### src/rtl/usb_buf_pkg.sv
// Shared types and helpers for the USB endpoint buffer access controller.
package usb_buf_pkg;

  typedef enum logic [1:0] {
    IDLE    = 2'd0,
    AHB_GNT = 2'd1,
    USB_GNT = 2'd2,
    FLUSH   = 2'd3
  } state_t;

  localparam logic [1:0] SIZE_1B  = 2'd0;
  localparam logic [1:0] SIZE_2B  = 2'd1;
  localparam logic [1:0] SIZE_4B  = 2'd2;
  localparam logic [1:0] SIZE_BAD = 2'd3;

  // Byte count of an AHB access; the illegal size maps to zero.
  function automatic logic [2:0] size_to_bytes(input logic [1:0] size);
    logic [2:0] bytes;
    case (size)
      SIZE_1B: bytes = 3'd1;
      SIZE_2B: bytes = 3'd2;
      SIZE_4B: bytes = 3'd4;
      default: bytes = 3'd0;
    endcase
    return bytes;
  endfunction

endpackage

### src/rtl/buffer_occupancy_counter.sv
// Byte occupancy register for the endpoint buffer; clear wins over inc/dec.
module buffer_occupancy_counter
  import usb_buf_pkg::*;
#(
  parameter int unsigned BUFFER_BYTES = 64,
  localparam int unsigned OCC_W = $clog2(BUFFER_BYTES + 1)
) (
  input  logic             clk,
  input  logic             rst,
  input  logic             i_clear,
  input  logic             i_inc,
  input  logic             i_dec,
  input  logic [2:0]       i_amt,
  output logic [OCC_W-1:0] o_occ,
  output logic             o_full,
  output logic             o_empty
);

  logic [OCC_W-1:0] r_occ;

  always_ff @(posedge clk or posedge rst) begin
    if (rst) begin
      r_occ <= '0;
    end else if (i_clear) begin
      r_occ <= '0;
    end else if (i_inc) begin
      r_occ <= r_occ + OCC_W'(i_amt);
    end else if (i_dec) begin
      r_occ <= r_occ - OCC_W'(i_amt);
    end
  end

  assign o_occ   = r_occ;
  assign o_full  = (r_occ == OCC_W'(BUFFER_BYTES));
  assign o_empty = (r_occ == '0);

endmodule

### src/rtl/buffer_access_ctrl.sv
// Round-robin arbiter between AHB and USB requesters for the endpoint buffer,
// with overflow/underflow rejection, flush, and registered buffer strobes.
module buffer_access_ctrl
  import usb_buf_pkg::*;
#(
  parameter int unsigned BUFFER_BYTES = 64,
  localparam int unsigned OCC_W = $clog2(BUFFER_BYTES + 1)
) (
  input  logic             clk,
  input  logic             rst,
  input  logic             ahb_req,
  input  logic             ahb_write,
  input  logic [1:0]       ahb_size,
  output logic             ahb_grant,
  output logic             ahb_err,
  input  logic             usb_req,
  input  logic             usb_write,
  output logic             usb_grant,
  output logic             usb_err,
  input  logic             flush,
  output logic             store_data,
  output logic             get_rx_data,
  output logic [1:0]       data_size,
  output logic             store_rx_packet_data,
  output logic             get_tx_packet_data,
  output logic             buffer_clear,
  output logic [OCC_W-1:0] buffer_occupancy,
  output logic             buffer_full,
  output logic             buffer_empty
);

  localparam logic [OCC_W:0] CAP = (OCC_W + 1)'(BUFFER_BYTES);

  state_t     r_state;
  logic       r_prio_usb;
  logic [2:0] w_ahb_bytes;
  logic [OCC_W:0] w_occ_ext;
  logic       w_ahb_legal;
  logic       w_usb_legal;
  logic       w_ahb_act;
  logic       w_usb_act;
  logic       w_ahb_cmp;
  logic       w_usb_cmp;
  logic       w_pick_ahb;
  logic       w_pick_usb;
  logic       w_inc;
  logic       w_dec;
  logic [2:0] w_amt;

  // Legality against the current occupancy; a requester is masked during its err cycle.
  assign w_ahb_bytes = size_to_bytes(ahb_size);
  assign w_occ_ext   = {1'b0, buffer_occupancy};
  assign w_ahb_legal = (ahb_size != SIZE_BAD) &&
                       (ahb_write ? ((w_occ_ext + (OCC_W + 1)'(w_ahb_bytes)) <= CAP)
                                  : (w_occ_ext >= (OCC_W + 1)'(w_ahb_bytes)));
  assign w_usb_legal = usb_write ? !buffer_full : !buffer_empty;
  assign w_ahb_act   = ahb_req && !ahb_err;
  assign w_usb_act   = usb_req && !usb_err;
  assign w_ahb_cmp   = w_ahb_act && w_ahb_legal;
  assign w_usb_cmp   = w_usb_act && w_usb_legal;
  assign w_pick_ahb  = w_ahb_cmp && (!w_usb_cmp || !r_prio_usb);
  assign w_pick_usb  = w_usb_cmp && !w_pick_ahb;

  always_ff @(posedge clk or posedge rst) begin
    if (rst) begin
      r_state              <= IDLE;
      r_prio_usb           <= 1'b0;
      ahb_grant            <= 1'b0;
      ahb_err              <= 1'b0;
      usb_grant            <= 1'b0;
      usb_err              <= 1'b0;
      store_data           <= 1'b0;
      get_rx_data          <= 1'b0;
      data_size            <= 2'd0;
      store_rx_packet_data <= 1'b0;
      get_tx_packet_data   <= 1'b0;
      buffer_clear         <= 1'b0;
    end else begin
      r_state              <= IDLE;
      ahb_grant            <= 1'b0;
      ahb_err              <= 1'b0;
      usb_grant            <= 1'b0;
      usb_err              <= 1'b0;
      store_data           <= 1'b0;
      get_rx_data          <= 1'b0;
      data_size            <= 2'd0;
      store_rx_packet_data <= 1'b0;
      get_tx_packet_data   <= 1'b0;
      buffer_clear         <= 1'b0;
      if (flush) begin
        r_state      <= FLUSH;
        buffer_clear <= 1'b1;
      end else if (r_state == IDLE) begin
        ahb_err <= w_ahb_act && !w_ahb_legal;
        usb_err <= w_usb_act && !w_usb_legal;
        if (w_pick_ahb) begin
          r_state     <= AHB_GNT;
          ahb_grant   <= 1'b1;
          store_data  <= ahb_write;
          get_rx_data <= !ahb_write;
          data_size   <= ahb_size;
          r_prio_usb  <= 1'b1;
        end else if (w_pick_usb) begin
          r_state              <= USB_GNT;
          usb_grant            <= 1'b1;
          store_rx_packet_data <= usb_write;
          get_tx_packet_data   <= !usb_write;
          r_prio_usb           <= 1'b0;
        end
      end
    end
  end

  // Occupancy moves on the edge that ends a grant cycle; flush clears it instead.
  assign w_inc = store_data || store_rx_packet_data;
  assign w_dec = get_rx_data || get_tx_packet_data;
  assign w_amt = (store_data || get_rx_data) ? size_to_bytes(data_size) : 3'd1;

  buffer_occupancy_counter #(
    .BUFFER_BYTES(BUFFER_BYTES)
  ) u_occ (
    .clk     (clk),
    .rst     (rst),
    .i_clear (flush),
    .i_inc   (w_inc),
    .i_dec   (w_dec),
    .i_amt   (w_amt),
    .o_occ   (buffer_occupancy),
    .o_full  (buffer_full),
    .o_empty (buffer_empty)
  );

endmodule
### config.mk
export PLATFORM = sky130hd
export DESIGN_NAME = buffer_access_ctrl
export DESIGN_NICKNAME = d
export VERILOG_FILES = /design/src/rtl/usb_buf_pkg.sv /design/src/rtl/buffer_occupancy_counter.sv /design/src/rtl/buffer_access_ctrl.sv
export SDC_FILE = /design/constraint.sdc
export NUM_CORES = 1
export LEC_CHECK = 0
export CAP_MARGIN = 30
export CORE_ASPECT_RATIO = 1.75
export CORE_MARGIN = 8
export CORE_UTILIZATION = 40
export CTS_CLUSTER_SIZE = 28
export DETAILED_ROUTE_END_ITERATION = 7
export GPL_TIMING_DRIVEN = 0
export PLACE_DENSITY = 0.71
export SKIP_LAST_GASP = 1
export SLEW_MARGIN = 20
export SYNTH_ARGS = -nofsm -noshare
export SYNTH_HDL_FRONTEND = slang
export SYNTH_SLANG_ARGS = --single-unit
### constraint.sdc
create_clock -name clk -period 3.4 [get_ports clk]
set_input_delay 1.02 -clock clk [delete_from_list [all_inputs] [get_ports clk]]
set_output_delay 1.02 -clock clk [all_outputs]
set_load 0.05 [all_outputs]
* After elaboration in Yosys (flattened, before gate mapping)
Cells that the tools add are included.
Word-level totals: bits of input ports 9, register bits after elaboration 21, output and inout bits 20, word-level logic and storage cells 99
Operators by class: reduce and logical (&&, ||, !) cells 31, equality and inequality tests 6, add/sub/neg operators 3, order comparisons 2, mux-type cells 43, bitwise logic cells 1
Operator list (number):
- 1-bit two-way mux | 30
- 7-bit two-way mux | 3
- 3-bit one-hot mux with 3 select lines | 2
- 2-bit two-way mux | 7
- 1-bit zero test | 11
- 1-bit logical AND | 9
- 7-bit by 3-bit adder with 8-bit output | 1
- 8-bit by 7-bit <= comparator with 1-bit output (second input constant) | 1
- 7-bit by 3-bit adder with 7-bit output | 1
- 7-bit == test (second input constant) | 1
- 7-bit by 3-bit >= comparator with 1-bit output | 1
- 7-bit zero test | 1
- 7-bit by 3-bit subtractor with 7-bit output | 1
- 2-bit zero test | 3
- 2-bit by 1-bit == test with 1-bit output (second input constant) | 2
- 2-bit == test (second input constant) | 2
- 1-bit logical OR | 4
- 3-bit two-way mux | 1
- 3-bit AND reduction | 1
- 3-bit nonzero test | 1
- 2-bit inequality test (second input constant) | 1
- 2-bit nonzero test | 1
- 1-bit inverter | 1

* Depth between registers and ports, before layout
word-level depth 14, mapped depth 13

* By module
Synthesis repeated with hierarchy kept, for this count alone.
Second synthesis, totals: cell total of the unflattened synthesis 173, area, all modules 1601.5 sq um
By module, submodules not included:
- buffer_access_ctrl | cells an instance 94, area each 918.4 sq um, times used 1, sequential area each 350.3 sq um
- buffer_occupancy_counter | cells an instance 79, area each 683.2 sq um, times used 1, sequential area each 175.2 sq um

* Least setup slack after synthesis
OpenSTA, ideal clock, no wires.
kind flip-flop to flip-flop, start point reg store_data, end point reg u_occ.r_occ[6] (netlist: u_occ.o_occ[6]), required time 3.272 ns, cell stages (with the launch flop) 14, arrival 3.029 ns, setup time 0.128 ns, path slack 0.243 ns, cells stage by stage dfrtp_1 > nor2_1 > nor3b_1 > inv_1 > ha_1 > ha_1 > nand2_1 > o21ai_1 > ha_1 > nor2b_1 > o31a_1 > o22ai_1 > mux2i_1 > mux2_1
On the way: longest elaborated chain between the ends 6
Ends and longest elaborated chain:
- start: declaration | RTL line buffer_access_ctrl.sv:21 | output logic store_data,
- start signal: assignment | RTL line buffer_access_ctrl.sv:99 | store_data <= ahb_write;
- 1-bit logical OR | RTL line buffer_access_ctrl.sv:117 | assign w_amt = (store_data || get_rx_data) ? size_to_bytes(data_size) : 3'd1;
- 3-bit two-way mux | RTL line buffer_access_ctrl.sv:117
- 7-bit by 3-bit subtractor with 7-bit output | RTL line buffer_occupancy_counter.sv:29 | r_occ <= r_occ - OCC_W'(i_amt);
- 7-bit two-way mux | RTL line buffer_occupancy_counter.sv:28 | end else if (i_dec) begin
- 7-bit two-way mux | RTL line buffer_occupancy_counter.sv:26 | end else if (i_inc) begin
- 7-bit two-way mux | RTL line buffer_occupancy_counter.sv:24 | end else if (i_clear) begin
- end signal: assignment | RTL line buffer_occupancy_counter.sv:27 | r_occ <= r_occ + OCC_W'(i_amt);
- end signal: assignment | RTL line buffer_occupancy_counter.sv:29
- end: declaration | RTL line buffer_occupancy_counter.sv:19 | logic [OCC_W-1:0] r_occ;
Several ways; a longest one is shown, not always the timed one. The select of a mux whose other input is x is not followed. A chain may end at the register's enable or synchronous reset.

* Worst setup path after layout
start point in ahb_size[0], end point reg r_prio_usb
On the way: longest elaborated chain between the ends 12
Ends and longest elaborated chain:
- start: declaration | RTL line buffer_access_ctrl.sv:13 | input logic [1:0] ahb_size,
- 2-bit == test (tied with other cells) | RTL line usb_buf_pkg.sv:19 | case (size)
- 3-bit one-hot mux with 3 select lines | RTL line usb_buf_pkg.sv:19
- 7-bit by 3-bit adder with 8-bit output | RTL line buffer_access_ctrl.sv:54 | (ahb_write ? ((w_occ_ext + (OCC_W + 1)'(w_ahb_bytes)) <= CAP)
- 8-bit by 7-bit <= comparator with 1-bit output | RTL line buffer_access_ctrl.sv:54
- 1-bit two-way mux | RTL line buffer_access_ctrl.sv:54
- 1-bit logical AND * | RTL line buffer_access_ctrl.sv:53 | assign w_ahb_legal = (ahb_size != SIZE_BAD) &&
- 1-bit logical AND * | RTL line buffer_access_ctrl.sv:59 | assign w_ahb_cmp = w_ahb_act && w_ahb_legal;
- 1-bit logical AND * | RTL line buffer_access_ctrl.sv:61 | assign w_pick_ahb = w_ahb_cmp && (!w_usb_cmp || !r_prio_usb);
- 1-bit zero test | RTL line buffer_access_ctrl.sv:62 | assign w_pick_usb = w_usb_cmp && !w_pick_ahb;
- 1-bit logical AND | RTL line buffer_access_ctrl.sv:62
- 2-bit nonzero test (no line)
- 3-bit AND reduction (no line)
- end signal: assignment | RTL line buffer_access_ctrl.sv:67 | r_prio_usb <= 1'b0;
- end signal: assignment | RTL line buffer_access_ctrl.sv:102 | r_prio_usb <= 1'b1;
- end signal: assignment | RTL line buffer_access_ctrl.sv:108 | r_prio_usb <= 1'b0;
- end: declaration | RTL line buffer_access_ctrl.sv:35 | logic r_prio_usb;
Every way passes the cells marked *; elsewhere a longest branch is shown, timed or not.

==> metrics.yaml <==
cts:
  clk-insertion-delay-late_ns: 0.27
  cts.repair.resized: 0
  cts.clk_slew.worst_paths_ns: 0.07
  clock_sinks: 21
  max-clock-path-buffers: 2
  cts_tree: "yes"
  cts_made_buffers: 3
  cts_root_buf: "clkbuf_8"
  post_cts_hold_buffer_count: 0
  htreeDepth: 1
  post_cts_buffers: 0
min_path:
  hold_path_startpoint: "r_prio_usb"
  hold-path-cell-count: 1
  hold_path_sink: "r_prio_usb"
  hold_class: "register to register"
power_and_ir_drop:
  power_per_cell_area_nw_per_um2: 378
  vdd_ir_drop_max_mv: 0.306
  cellLeakagePower_nw: 0.891
  fin_total_pwr_w: 0.000729
timing:
  period_share_pct: 95.7
  rsz0062_at_grt: "false"
  finalSetupViolations: 0
  final_hold_viol_count: 0
  max_slew_margin_pct: 44.6
  clock_skew_ns: 0.00722
  final_period_minus_worst_setup_slack_ns: 3.25
  achievable-frequency_mhz: 307
  final.setup.tns_ns: 0
  slew_viol_final: 0
  tightest_slew_ns: 0.830
yosys:
  post_synth.cell_area_avg_um2: 9.57
  synth-seq-area-share_pct: 34.1
  synthDistinctLibCells: 47
  syn-instance-count: 161
  syn_nets: 186
  post_synthesis_async_set_or_reset_flop_share_pct: 100
  synth-edff-count: 0
  syn-cell-area_um2: 1540
  yosys_warnings: 0
  ys.flop_type: "dfrtp_1"
  ys_ff_latch: 21
finish:
  final_cell_count_no_fill: 241
  postLayoutCoreUtil_pct: 50.8
  most-common-layout-cells: "clkdlybuf4s50_1 (28), dfrtp_1 (21), nand2_1 (17), ha_1 (14), nor2_1 (13)"
  fill_cells: 364
  area_of_the_multi_input_gates_um2: 947
  nets: 219
  antenna_cells_inserted: 0
  area.growth.synth_to_final_pct: 25.1
  sequential_cell_area_um2: 526
  final_design_area_no_fill_um2: 1930
  drive_above_1_share_pct: 7.77
  mostFrequentLayoutCell: "clkdlybuf4s50_1"
floorplanning:
  die-area_um2: 6170
  area_of_the_core_um2: 3790
  effective_utilization_at_floorplan_pct: 40.6
  die_w_um: 62.9
  chipHeight_um: 98.1
  placementRows: 30
  top_level_ports: 29
critical_path:
  path_delay_family: "compound AO/OA/AOI/OAI gates"
  slowest_stage: "clkdlybuf4s50_1"
  critical_path.n_buffers_inverters: 2
  crit_type: "primary input to register"
  timing.critical_path.fanout_max: 10
  worst_ep_arrival_time_ns: 3.41
  r2r-end: "u_occ.o_occ[6]"
  crit_path_cell_trace: "clkdlybuf4s50_1 > nor2_1 > ha_1 > fa_1 > nor2b_1 > o211a_1 > o21ai_1 > o2111ai_2 > buf_6 > a32o_1"
  required_ns: 3.55
  worst_r2r_startpoint: "store_data"
  reg2reg_setup_slack_ns: 0.35
  critical_path.startpoint_type: "primary input"
  cp_slowest_stage_delay_ns: 0.55
  cp-end-kind: "register"
  timing.reg2reg.worst_path_depth: 13
placement:
  place.detailed.hpwl_um: 2840
  io_buffer_count: 28
  dpl_cell_area_um2: 1880
  placedCellCount: 237
  gp_congestion: 0.823
global_route:
  number_of_global_route_vias_before_repair: 1260
  grt_antenna_before_repair: 0
  grt-ovfl-total: 0
  grt_max_degree: 22
  grt_usage_pct: 11.6
  grt_first_pass_wirelength_um: 5850
route:
  drc: 0
  post_drt_via_cell_ratio: 5.34
  drt_first_pass_iters: 4
  wl_per_cell_um: 14.9
  postRouteAntennaNets: 0
  drt_first_iter_violations: 25
  dr_total_vias: 1287
  finalWirelength_um: 3590
job:
  max_cap_violations: 0
status:
  run_status: "completed"
==> cells in the mapped netlist (all sizes together), types with 3 or more instances <==
master | number | area share [%]
a211oi | 4 | 2.3
a21oi | 10 | 3.2
and4 | 3 | 1.7
dfrtp | 21 | 34
ha | 14 | 11
inv | 11 | 2.7
nand2 | 17 | 4.1
nand2b | 6 | 2.4
nand3 | 3 | 0.97
nor2 | 13 | 3.2
nor2b | 3 | 1.2
nor3 | 5 | 3.1
nor3b | 3 | 2.1
nor4 | 4 | 2.6
o21ai | 6 | 1.9
xnor2 | 5 | 2.8
==> kinds of logic (layout without fill, tap and decap cells) <==
| family | after synthesis | in the layout | synth area share [%] |
|---|---|---|---|
| multiplexers | 2 | 2 | 1.38 |
| AO/OA/AOI/OAI | 37 | 37 | 17.7 |
| XOR/XNOR | 5 | 5 | 2.84 |
| adder cells (fa/ha/maj) | 16 | 16 | 14.0 |
| flip-flops | 21 | 21 | 34.1 |
| buffers and inverters | 14 | 46 | 4.39 |
| AND/OR/NAND/NOR | 66 | 66 | 25.6 |
==> how the worst max path moves through the flow <==
stage                start              to  slack, ns  cells after the start
2_1_floorplan   store_data  u_occ.o_occ[6]       0.24                     13
3_3_place_gp   ahb_size[0]      r_prio_usb      -0.11                     10
3_5_place_dp   ahb_size[0]      r_prio_usb      -0.13                     10
4_1_cts        ahb_size[0]      r_prio_usb       0.15                     10
5_1_grt         store_data  u_occ.o_occ[6]       0.07                     13
6_report       ahb_size[0]      r_prio_usb       0.15                     10
==> per-layer routing <==
metal	wire length (um)	vias to the layer above	track usage, %
li1	-	642	-
met1	1370	617	10.9
met2	2050	23	22.9
met3	107	5	2.06
met4	60	0	5.65
met5	0	-	0
==> registers in the layout, summed over array words and instances, names as in the netlist <==
register,flops
ahb_err,1
ahb_grant,1
buffer_clear,1
data_size,2
get_rx_data,1
get_tx_packet_data,1
r_prio_usb,1
r_state,2
store_data,1
store_rx_packet_data,1
u_occ.o_occ,7
usb_err,1
usb_grant,1
==> per-stage QoR <==
stage               hold WS, ns  setup WS (ns)
finish                    0.501          0.146
global route              0.517         0.0687
CTS                       0.509          0.149
detailed placement        0.490         -0.127
global placement          0.488         -0.114
floorplan                 0.467          0.243
==> power breakdown <==
part           switching [W]  internal (W)
registers          0.0000201      0.000267
logic               0.000165      0.000109
clock network      0.0000854     0.0000818
==> area by class of cell <==
type	count	area share [%]
clock buffer	3	2.14
clock inverter	1	0.260
tap	48	3.12
timing repair buffer	28	14.5
multi-input combinational	126	49.2
sequential	21	27.3
inverter	11	2.14
buffer	3	1.36
==> worst register-to-register path, cell delays in order (launching register included) <==
cell	delay [ns]
dfrtp_1	0.49
nor2_1	0.10
nor3b_1	0.19
inv_1	0.08
ha_1	0.20
ha_1	0.26
nand2_1	0.05
o21ai_1	0.07
ha_1	0.32
nor2b_1	0.15
o31a_1	0.25
o22ai_1	0.16
mux2i_1	0.27
mux2_1	0.34
(Power assumes the default switching activity.)
